## src/rtl/fwd_pkg.sv

```systemverilog
// Shared forwarding definitions: operand-mux select encodings and default widths.
// The pipeline datapath muxes import this package so that encodings stay in one place.
package fwd_pkg;

  localparam int REG_W_DEF = 4;
  localparam int CNT_W_DEF = 16;

  // 2'b11 is reserved and is never produced by the forwarding unit.
  typedef enum logic [1:0] {
    SEL_DATA = 2'b00,
    SEL_EX   = 2'b01,
    SEL_MEM  = 2'b10
  } fwd_sel_e;

  function automatic logic is_sel(input logic [1:0] sel, input fwd_sel_e code);
    return sel == code;
  endfunction

endpackage

```

## src/rtl/fwd_operand_sel.sv

```systemverilog
// Compare/priority logic for one EX-stage source operand. Purely combinational.
module fwd_operand_sel
  import fwd_pkg::*;
#(
  parameter int REG_W = REG_W_DEF
) (
  input  logic [REG_W-1:0] src,
  input  logic [REG_W-1:0] ex_rd,
  input  logic [REG_W-1:0] mem_rd,
  input  logic             ctrl_ex,
  input  logic             ctrl_mem,
  output logic [1:0]       sel
);

  logic ex_hit;
  logic mem_hit;

  assign ex_hit  = ctrl_ex  && (ex_rd  == src);
  assign mem_hit = ctrl_mem && (mem_rd == src);

  // EX is checked first: it holds the most recent write to the register.
  always_comb begin
    sel = SEL_DATA;
    if (ex_hit) begin
      sel = SEL_EX;
    end else if (mem_hit) begin
      sel = SEL_MEM;
    end
  end

endmodule

```

## src/rtl/forwarding.sv

```systemverilog
// Forwarding unit: two operand selectors plus saturating counters of cycles that
// used EX or MEM forwarding. Selects never depend on clk or rst.
module forwarding
  import fwd_pkg::*;
#(
  parameter int REG_W = REG_W_DEF,
  parameter int CNT_W = CNT_W_DEF
) (
  input  logic             clk,
  input  logic             rst,
  input  logic [REG_W-1:0] A,
  input  logic [REG_W-1:0] B,
  input  logic [REG_W-1:0] ex_rd,
  input  logic [REG_W-1:0] mem_rd,
  input  logic             ctrl_ex,
  input  logic             ctrl_mem,
  output logic [1:0]       A_sel,
  output logic [1:0]       B_sel,
  output logic [CNT_W-1:0] ex_fwd_cnt,
  output logic [CNT_W-1:0] mem_fwd_cnt
);

  localparam logic [CNT_W-1:0] CNT_ONE = {{(CNT_W-1){1'b0}}, 1'b1};
  localparam logic [CNT_W-1:0] CNT_MAX = '1;

  fwd_operand_sel #(.REG_W(REG_W)) u_sel_a (
    .src      (A),
    .ex_rd    (ex_rd),
    .mem_rd   (mem_rd),
    .ctrl_ex  (ctrl_ex),
    .ctrl_mem (ctrl_mem),
    .sel      (A_sel)
  );

  fwd_operand_sel #(.REG_W(REG_W)) u_sel_b (
    .src      (B),
    .ex_rd    (ex_rd),
    .mem_rd   (mem_rd),
    .ctrl_ex  (ctrl_ex),
    .ctrl_mem (ctrl_mem),
    .sel      (B_sel)
  );

  logic             ex_used;
  logic             mem_used;
  logic [CNT_W-1:0] ex_fwd_cnt_d;
  logic [CNT_W-1:0] ex_fwd_cnt_q;
  logic [CNT_W-1:0] mem_fwd_cnt_d;
  logic [CNT_W-1:0] mem_fwd_cnt_q;

  // One increment per cycle even when both operands use the same source.
  assign ex_used  = is_sel(A_sel, SEL_EX)  || is_sel(B_sel, SEL_EX);
  assign mem_used = is_sel(A_sel, SEL_MEM) || is_sel(B_sel, SEL_MEM);

  always_comb begin
    ex_fwd_cnt_d  = ex_fwd_cnt_q;
    mem_fwd_cnt_d = mem_fwd_cnt_q;
    if (ex_used && (ex_fwd_cnt_q != CNT_MAX)) begin
      ex_fwd_cnt_d = ex_fwd_cnt_q + CNT_ONE;
    end
    if (mem_used && (mem_fwd_cnt_q != CNT_MAX)) begin
      mem_fwd_cnt_d = mem_fwd_cnt_q + CNT_ONE;
    end
  end

  always_ff @(posedge clk or posedge rst) begin
    if (rst) begin
      ex_fwd_cnt_q  <= '0;
      mem_fwd_cnt_q <= '0;
    end else begin
      ex_fwd_cnt_q  <= ex_fwd_cnt_d;
      mem_fwd_cnt_q <= mem_fwd_cnt_d;
    end
  end

  assign ex_fwd_cnt  = ex_fwd_cnt_q;
  assign mem_fwd_cnt = mem_fwd_cnt_q;

endmodule

```

## config.mk

```make
export PLATFORM = sky130hd
export DESIGN_NAME = forwarding
export DESIGN_NICKNAME = d
export VERILOG_FILES = /design/src/rtl/fwd_pkg.sv /design/src/rtl/fwd_operand_sel.sv /design/src/rtl/forwarding.sv
export SDC_FILE = /design/constraint.sdc
export NUM_CORES = 1
export LEC_CHECK = 0
export BUFFER_PORTS_ARGS = -buffer_cell sky130_fd_sc_hd__buf_2
export CORE_AREA = 3 3 50 97
export CTS_BUF_LIST = sky130_fd_sc_hd__clkbuf_8
export DETAILED_ROUTE_END_ITERATION = 8
export DIE_AREA = 0 0 53 100
export PLACE_DENSITY = 0.69
export SLEW_MARGIN = 40
export SYNTH_ARGS = -nofsm -noshare
export SYNTH_HDL_FRONTEND = slang
export SYNTH_SLANG_ARGS = --single-unit
```

## constraint.sdc

```tcl
create_clock -name clk -period 2.1 [get_ports clk]
set_clock_uncertainty 0.1 [all_clocks]
set_input_delay 0.105 -clock clk [delete_from_list [all_inputs] [get_ports clk]]
set_output_delay 0.105 -clock clk [all_outputs]
set_load 0.01 [all_outputs]
```

Word-level counts from Yosys, hierarchy flattened

Index checks and enable logic that the tools add are counted.

Flip-flop bits (word level): 32
Input bits: 20
Output and inout bits: 36
Logic and storage cells: 26

Add/sub/neg operators: 2
Equal/unequal tests: 10
Mux-type cells: 4
Reduce and logical (&&, ||, !) cells: 8

Operators by type and width:

| operator                                                         | count |
|---|---|
| 16-bit by 1-bit adder with 16-bit output (second input constant) | 2 |
| 16-bit != test (second input constant)                           | 2 |
| 4-bit == test                                                    | 4 |
| 2-bit 2-to-1 mux                                                 | 4 |
| 1-bit logical AND                                                | 6 |
| 2-bit by 1-bit == test with 1-bit output (second input constant) | 2 |
| 2-bit == test (second input constant)                            | 2 |
| 1-bit logical OR                                                 | 2 |

Longest topological paths before layout

Gate-level depths: netlist (run 1).

Word-level depth: 7
Mapped depth: 7
Mapped depth without buffers: 6

Cells and area by module

Synthesis (run 1) repeated with hierarchy kept, for this count alone.

Cells, all modules: 180
Area total of the unflattened synthesis: 1889.3 um^2

Modules (own cells, without submodules):

| module          | times used | cells an instance | area an instance (um^2) | sequential area each (um^2) |
|---|---|---|---|---|
| forwarding      | 1          | 146               | 1644.1                  | 800.8 |
| fwd_operand_sel | 2          | 17                | 122.6                   | 0.0 |

Worst setup path after synthesis (run 1)

No wires, ideal clock.

Kind: reg2reg
Start point: reg ex_fwd_cnt_q[0], in the netlist ex_fwd_cnt[0]
End point: reg ex_fwd_cnt_q[11], in the netlist ex_fwd_cnt[11]
Library setup time: 0.079 ns
Arrival time: 1.760 ns
Required time: 1.921 ns
Slack: 0.161 ns
Cell stages (with the launch flop): 8
Path through: dfrtp_1 -> ha_1 -> and2_0 -> buf_1 -> nor2b_1 -> a22oi_2 -> and4_1 -> xor2_1

Cells in the longest elaborated chain, start to end: 2
Elaborated cells on any way between the ends: 3

RTL lines:

| item                                                                             | line             | text |
|---|---|---|
| start, declared                                                                  | forwarding.sv:47 | `logic [CNT_W-1:0] ex_fwd_cnt_q;` |
| start signal, assigned                                                           | forwarding.sv:71 | `ex_fwd_cnt_q <= ex_fwd_cnt_d;` |
| branches (longest 2 deep; another with 16-bit by 1-bit adder with 16-bit output) | --               |  |

Parallel ways; which one is timed is not known.
A chain may end at the register's enable or synchronous reset.

Final worst setup path (run 1)

Start point: reg ex_fwd_cnt_q[5], in the netlist ex_fwd_cnt[5]
End point: reg ex_fwd_cnt_q[15], in the netlist ex_fwd_cnt[15]

Same word-level chain as after synthesis.

==> metrics.yaml, run 1 <==
layout:
  multi_input_area_sq_um: 993.5
  fin_nets: 263
  area_delta_synth_final_pct: 28.25
  final.fill_count: 408
  drive_gt1_frac: 0.3678
  final-seq-area_sq_um: 800.8
  num_antenna_cells: 0
  finalNonFillerCells: 294
sta:
  fin_tns_setup_ns: 0
  setup_viol: 0
  rsz0062_at_grt: "no"
  layout_setup_ws_ns: 0.1599
  hold_violations: 0
  max_slew_margin: 0.7230
  final_max_slew_viol_count: 0
  worstMarginPinSlew_ns: 0.4154
  fmaxAchievable_mhz: 515.4
  period_minus_slack_ns: 1.940
  whs_ns: 0.3365
  fin_crit_sh: 0.9238
power:
  p_int_mw: 1.240
  p_clk_frac: 0.330
  p_sw_mw: 0.5775
  sw_frac_of_total: 0.3177
  p_comb_frac: 0.235
  p_leak_nw: 1.215
  seqPwrFrac: 0.435
  power.density_mw_per_mm2: 771.1
  ir_worst_vdd_v: 0.0006505
cts:
  clk_path_buf_depth: 2
  postCtsSetupRepairBufs: 0
  cts_buffers: 5
  insertion_delay_ns: 0.29
  h-tree-depth: 2
  clk_pin_slew_ns: 0.07
  numClockSinks: 32
  root_buffer: "clkbuf_8"
  cts_tree: "yes"
critical_path:
  path_class: "reg2reg"
  arrival_ns: 2.06
  r2r_slack_ns: 0.16
  cp_max_fo: 5
  rr_startpoint: "ex_fwd_cnt[5]"
  endpoint_kind: "flip-flop"
  timing.rr.end: "ex_fwd_cnt[15]"
  reg2reg_depth: 6
  startpoint_type: "flip-flop"
  required_ns: 2.22
logic_synthesis:
  yosysWarnings: 0
  synthFlopType: "dfrtp_1"
  syn_inst: 171
  ys_async_sr_fraction: 1.000
  post-synth-top-area-fraction: 0.4357
  synth-seq-cells: 32
  synth_edf_count: 0
  synth_top_area_cell: "dfrtp_1"
  synth_cell_type_count: 35
  synth_area_leaders: "dfrtp_1 (44%), xor2_1 (13%), xnor2_1 (8.1%)"
  synth.cell_area_sq_mm: 0.001838
  yosysSeqAreaShare: 0.4357
  postSynthAreaPerCell_sq_um: 10.75
  synth_fp_nets: 193
  yosysMostFrequentCell: "dfrtp_1"
  synth_commonest_cells: "dfrtp_1 (32), xor2_1 (27), xnor2_1 (17)"
route:
  vias_per_cell: 5.207
  ant_nets: 0
  wirelength_mm: 4.241
  drt_iter0_drc: 30
  dr.pass1.iters: 4
  drc_errors: 0
  wl_per_cell_microns: 14.43
  num_vias: 1531
placed_design:
  place_ws_ns: 0.1911
  hpwl_mm: 3.305
  port_buffers: 55
  gp_congestion: 0.7523
  placed_cells: 285
die:
  fp-row-count: 33
  pin_count: 56
  core-area_sq_mm: 0.004170
  die-height_microns: 100
  die_w_microns: 53
  initial_utilization: 0.4407
  dieArea_sq_mm: 0.005300
global_routing:
  grt_pass1_vias: 1550
  grt_start_max_net_pins: 33
  antenna_found_initial: 0
  track_usage: 0.1780
  grt_overflow: 0
  grt_pass1_wl_mm: 7.044
job:
  cap_violations: 0
run_status:
  outcome: "finished, final reports clean"
worst_hold_path:
  hold_path.class: "in2async"
-- metal layers --
layer	up-vias	track usage	routed length [microns]
met5	-	0	0
met3	6	0.03566	205
met4	0	0.06496	73
met2	41	0.3352	2452
li1	741	-	-
met1	743	0.1828	1509
-- layout by cell type (no fill, tap or decap), drive strengths merged --
cell,synthesis,final
nor4,5,5
nor2b,2,2
dfrtp,32,32
xor2,27,27
o21bai,1,1
nand2,16,16
and2,3,3
inv,5,5
bufinv,0,1
nand2b,1,1
nand4,9,9
clkinv,0,1
mux2i,1,1
mux2,2,2
and4,2,2
clkbuf,0,5
nor3,8,8
buf,4,66
a22oi,1,1
dlygate4sd3,0,1
and3,6,6
a41oi,1,1
clkinvlp,0,1
a211oi,2,2
nor4b,4,4
nor3b,1,1
nor2,5,5
xnor2,17,17
ha,2,2
nand3,13,13
a22o,1,1
-- registers in the layout, summed over array words and instances (netlist names) --
name / cells
ex_fwd_cnt: 16
mem_fwd_cnt: 16
-- worst max path at each step --
stage / end / startpoint / slack [ns] / depth (start not counted)
6_report: ex_fwd_cnt[15] / ex_fwd_cnt[5] / 0.16 / 6
5_1_grt: ex_fwd_cnt[14] / ex_fwd_cnt[5] / 0.04 / 6
4_1_cts: ex_fwd_cnt[15] / ex_fwd_cnt[5] / 0.17 / 6
3_5_place_dp: ex_fwd_cnt[14] / ex_fwd_cnt[5] / 0.19 / 6
3_3_place_gp: ex_fwd_cnt[15] / ex_fwd_cnt[5] / 0.25 / 6
2_1_floorplan: ex_fwd_cnt[11] / ex_fwd_cnt[0] / 0.16 / 7
-- what timing repair did --
| action | 4_1_cts | 5_1_grt |
|---|---|---|
| setup endpoints to repair | 0 | 1 |
| hold buffers | 1 | 0 |
| resized for setup | 0 | 1 |
| endpoints found under the hold margin | 32 | 0 |
-- per-stage QoR --
stage | power [mW] | instance area, sq um | util
global route | 1.919 | 2357 | 0.5653
CTS | 1.843 | 2352 | 0.5641
detailed placement | 1.234 | 2231 | 0.5350
floorplan | 1.024 | 1838 | -
global placement | 1.222 | 2231 | 0.5350
finish | 1.818 | 2357 | 0.5653
-- power by group through the flow --
stage / clock [mW] / sequential, mW / combinational [mW]
after floorplan: 0 / 0.830 / 0.194
after global placement: 0 / 0.798 / 0.424
after detailed placement: 0 / 0.802 / 0.432
after CTS: 0.617 / 0.791 / 0.436
after global routing: 0.636 / 0.804 / 0.478
final: 0.601 / 0.790 / 0.427
-- layout make-up --
class	count	share of cell area
multi-input cells	130	0.4214
flip-flops and latches	32	0.3397
repair buffers	67	0.1561
clock buffers	5	0.02919
well taps	52	0.02760
clock inverters	3	0.01805
inverters	5	0.007962
-- cell families (layout without fill, tap and decap cells) --
kind of cell,count (synthesis),count (layout),share of synthesized area
AOI/OAI and AO/OA,6,6,0.04561
DFF,32,32,0.4357
and+or+nand+nor,75,75,0.2512
adders and majority gates,2,2,0.01361
xor gates and xnor gates,44,44,0.2097
buffers and inverters,9,80,0.02654
muxes,3,3,0.01770
-- worst max-delay path, cell delays in order, from the launching register on --
cell	delay, ns
dfrtp_1	0.40
and3_1	0.21
and4_1	0.25
and3_1	0.22
a22o_1	0.26
nor4_2	0.26
xor2_1	0.16
Note: power is estimated with default switching activity, not from simulation.
==> run 2, diff against run 1 <==
Settings changed: SETUP_SLACK_MARGIN from default to 0.5.
Clock period 2.1 ns to 2.3 ns, I/O delays scaled along.
==> run 2 against run 1 <==
  * Count of clock-buffer cells in the layout grew 2
  * Non-clock buffer count grew 5
  * Maximum frequency grew 7.3%
  * Largest cell class unchanged
  * Critical path type unchanged
  * Highest routed layer unchanged
==> metrics.yaml, run 2 (synthesized netlist as in run 1, its figures left out) <==
critical_path:
  required_ns: 2.37  # was 2.22 ns
  cp_max_fo: 3  # was 5
  endpoint_kind: "flip-flop"  # unchanged
  timing.rr.end: "ex_fwd_cnt[13]"  # was ex_fwd_cnt[15]
  startpoint: "ex_fwd_cnt[4]"  # was ex_fwd_cnt[5]
  path_class: "reg2reg"  # unchanged
  r2r_slack_ns: 0.49  # was 0.16 ns
  arrival_ns: 1.87  # was 2.06 ns
  rr_startpoint: "ex_fwd_cnt[4]"  # was ex_fwd_cnt[5]
  reg2reg_depth: 7  # was 6
  startpoint_type: "flip-flop"  # unchanged
sta:
  layout_setup_ws_ns: 0.4915  # was 0.1599 ns
  worstMarginPinSlew_ns: 0.4675  # was 0.4154 ns
  fin_tns_setup_ns: 0  # unchanged
  fin_crit_sh: 0.7863  # was 0.9238
  hold_violations: 0  # unchanged
  setup_viol: 0  # unchanged
  period_minus_slack_ns: 1.808  # was 1.940 ns
  max_slew_margin: 0.6879  # was 0.7230
  fmaxAchievable_mhz: 553.0  # was 515.4 MHz
  rsz0062_at_grt: "yes"  # was no
  final_max_slew_viol_count: 0  # unchanged
die:
  fp-row-count: 33  # unchanged
  initial_utilization: 0.4407  # unchanged
  core-area_sq_mm: 0.004170  # unchanged
  pin_count: 56  # unchanged
  die_w_microns: 53  # unchanged
  die-height_microns: 100  # unchanged
  dieArea_sq_mm: 0.005300  # unchanged
job:
  cap_violations: 0  # unchanged
placed_design:
  hpwl_mm: 3.305  # about the same
  place_ws_ns: 0.2072  # was 0.1911 ns
  gp_congestion: 0.7396  # was 0.7523
  port_buffers: 55  # unchanged
route:
  num_vias: 1547  # was 1531
  drc_errors: 0  # unchanged
  vias_per_cell: 5.174  # was 5.207
  dr.pass1.iters: 4  # unchanged
  wirelength_mm: 4.464  # was 4.241 mm
  wl_per_cell_microns: 14.93  # was 14.43 microns
  drt_iter0_drc: 25  # was 30
  ant_nets: 0  # unchanged
layout:
  mostFrequentLayoutCells: "buf_2 (55), dfrtp_1 (29), xor2_1 (27)"  # was buf_2 (55), dfrtp_1 (32), xor2_1 (27)
  fin_nets: 268  # was 263
  layout_commonest_cell: "buf_2"  # unchanged
  fin_util: 0.6034  # was 0.5653
  area_delta_synth_final_pct: 36.90  # was 28.25%
  num_antenna_cells: 0  # unchanged
  drive_gt1_frac: 0.4696  # was 0.3678
run_status:
  outcome: "finished, final reports clean"  # unchanged
power:
  p_leak_nw: 1.264  # was 1.215 nW
  ir_worst_vdd_v: 0.0006825  # was 0.0006505 V
  power.density_mw_per_mm2: 701.0  # was 771.1 mW/mm^2
cts:
  clk_pin_slew_ns: 0.07  # about the same
  root_buffer: "clkbuf_8"  # unchanged
  insertion_delay_ns: 0.28  # was 0.29 ns
  h-tree-depth: 2  # unchanged
  cts_buffers: 5  # unchanged
  numClockSinks: 32  # unchanged
  clk_path_buf_depth: 2  # unchanged
  cts_tree: "yes"  # unchanged
worst_hold_path:
  hold_path.class: "in2async"  # unchanged
global_routing:
  grt_pass1_vias: 1650  # was 1550
  antenna_found_initial: 0  # unchanged
  grt_pass1_wl_mm: 7.120  # was 7.044 mm
  grt_start_max_net_pins: 22  # was 33
  track_usage: 0.1787  # was 0.1780
  grt_overflow: 0  # unchanged
[run 2: per-stage QoR]
stage          instance area [sq um]  hold WS (ns)  cells  total power [mW]
3_3_place_gp                    2205        0.2297    277             1.093
3_5_place_dp                    2205       0.05344    277             1.104
6_report                        2516        0.2920    299             1.764
2_1_floorplan                   1873        0.1311    171            0.9421
5_1_grt                         2516        0.3202    299             1.856
4_1_cts                         2455        0.2949    296             1.749
[run 2: worst max-delay path: stages (launching register included)]
cell and delay, ns:
dfrtp_1 0.38, and3_4 0.18, and4_4 0.20, and3_4 0.19, a22oi_2 0.21, buf_4 0.18, nand4_1 0.11, xnor2_1 0.15
[run 2: worst max path at each step]
stage                     cells after the start             end  slack (ns)
after floorplan                               7  ex_fwd_cnt[11]        0.45
after global placement                        6  ex_fwd_cnt[11]        0.21
after detailed placement                      6  ex_fwd_cnt[11]        0.21
after CTS                                     5  mem_fwd_cnt[1]        0.47
after global routing                          5  mem_fwd_cnt[1]        0.40
final                                         7  ex_fwd_cnt[13]        0.49
[run 2: report_power, final]
part           total, mW  internal, mW  switching, mW
registers          0.724         0.637         0.0872
clock network      0.586         0.382          0.204
logic              0.454         0.216          0.238
[run 2: routing by layer]
metal / vias up / GRT usage / part of all wire
met5: - / 0 / 0
met4: 0 / 0.07874 / 0.016
met3: 6 / 0.04160 / 0.057
met2: 47 / 0.3190 / 0.54
met1: 747 / 0.1909 / 0.38
li1: 747 / - / -
[run 2: timing repair]
item / CTS / global route
endpoints found under the hold margin: 20 / 0
gates resized for setup: 11 / 9
pin swaps: 9 / 6
hold buffers: 1 / 0
setup endpoints to repair: 17 / 18
buffers inserted: 10 / 3
[run 2: layout make-up]
| type | count | area [sq um] |
|---|---|---|
| clock buffer | 7 | 96.34 |
| clock inverter | 1 | 30.03 |
| fill | 365 | 1654 |
| inverter | 5 | 18.77 |
| multi-input combinational | 130 | 1092 |
| sequential | 32 | 804.5 |
| tap | 52 | 65.06 |
| timing repair buffer | 72 | 409.1 |
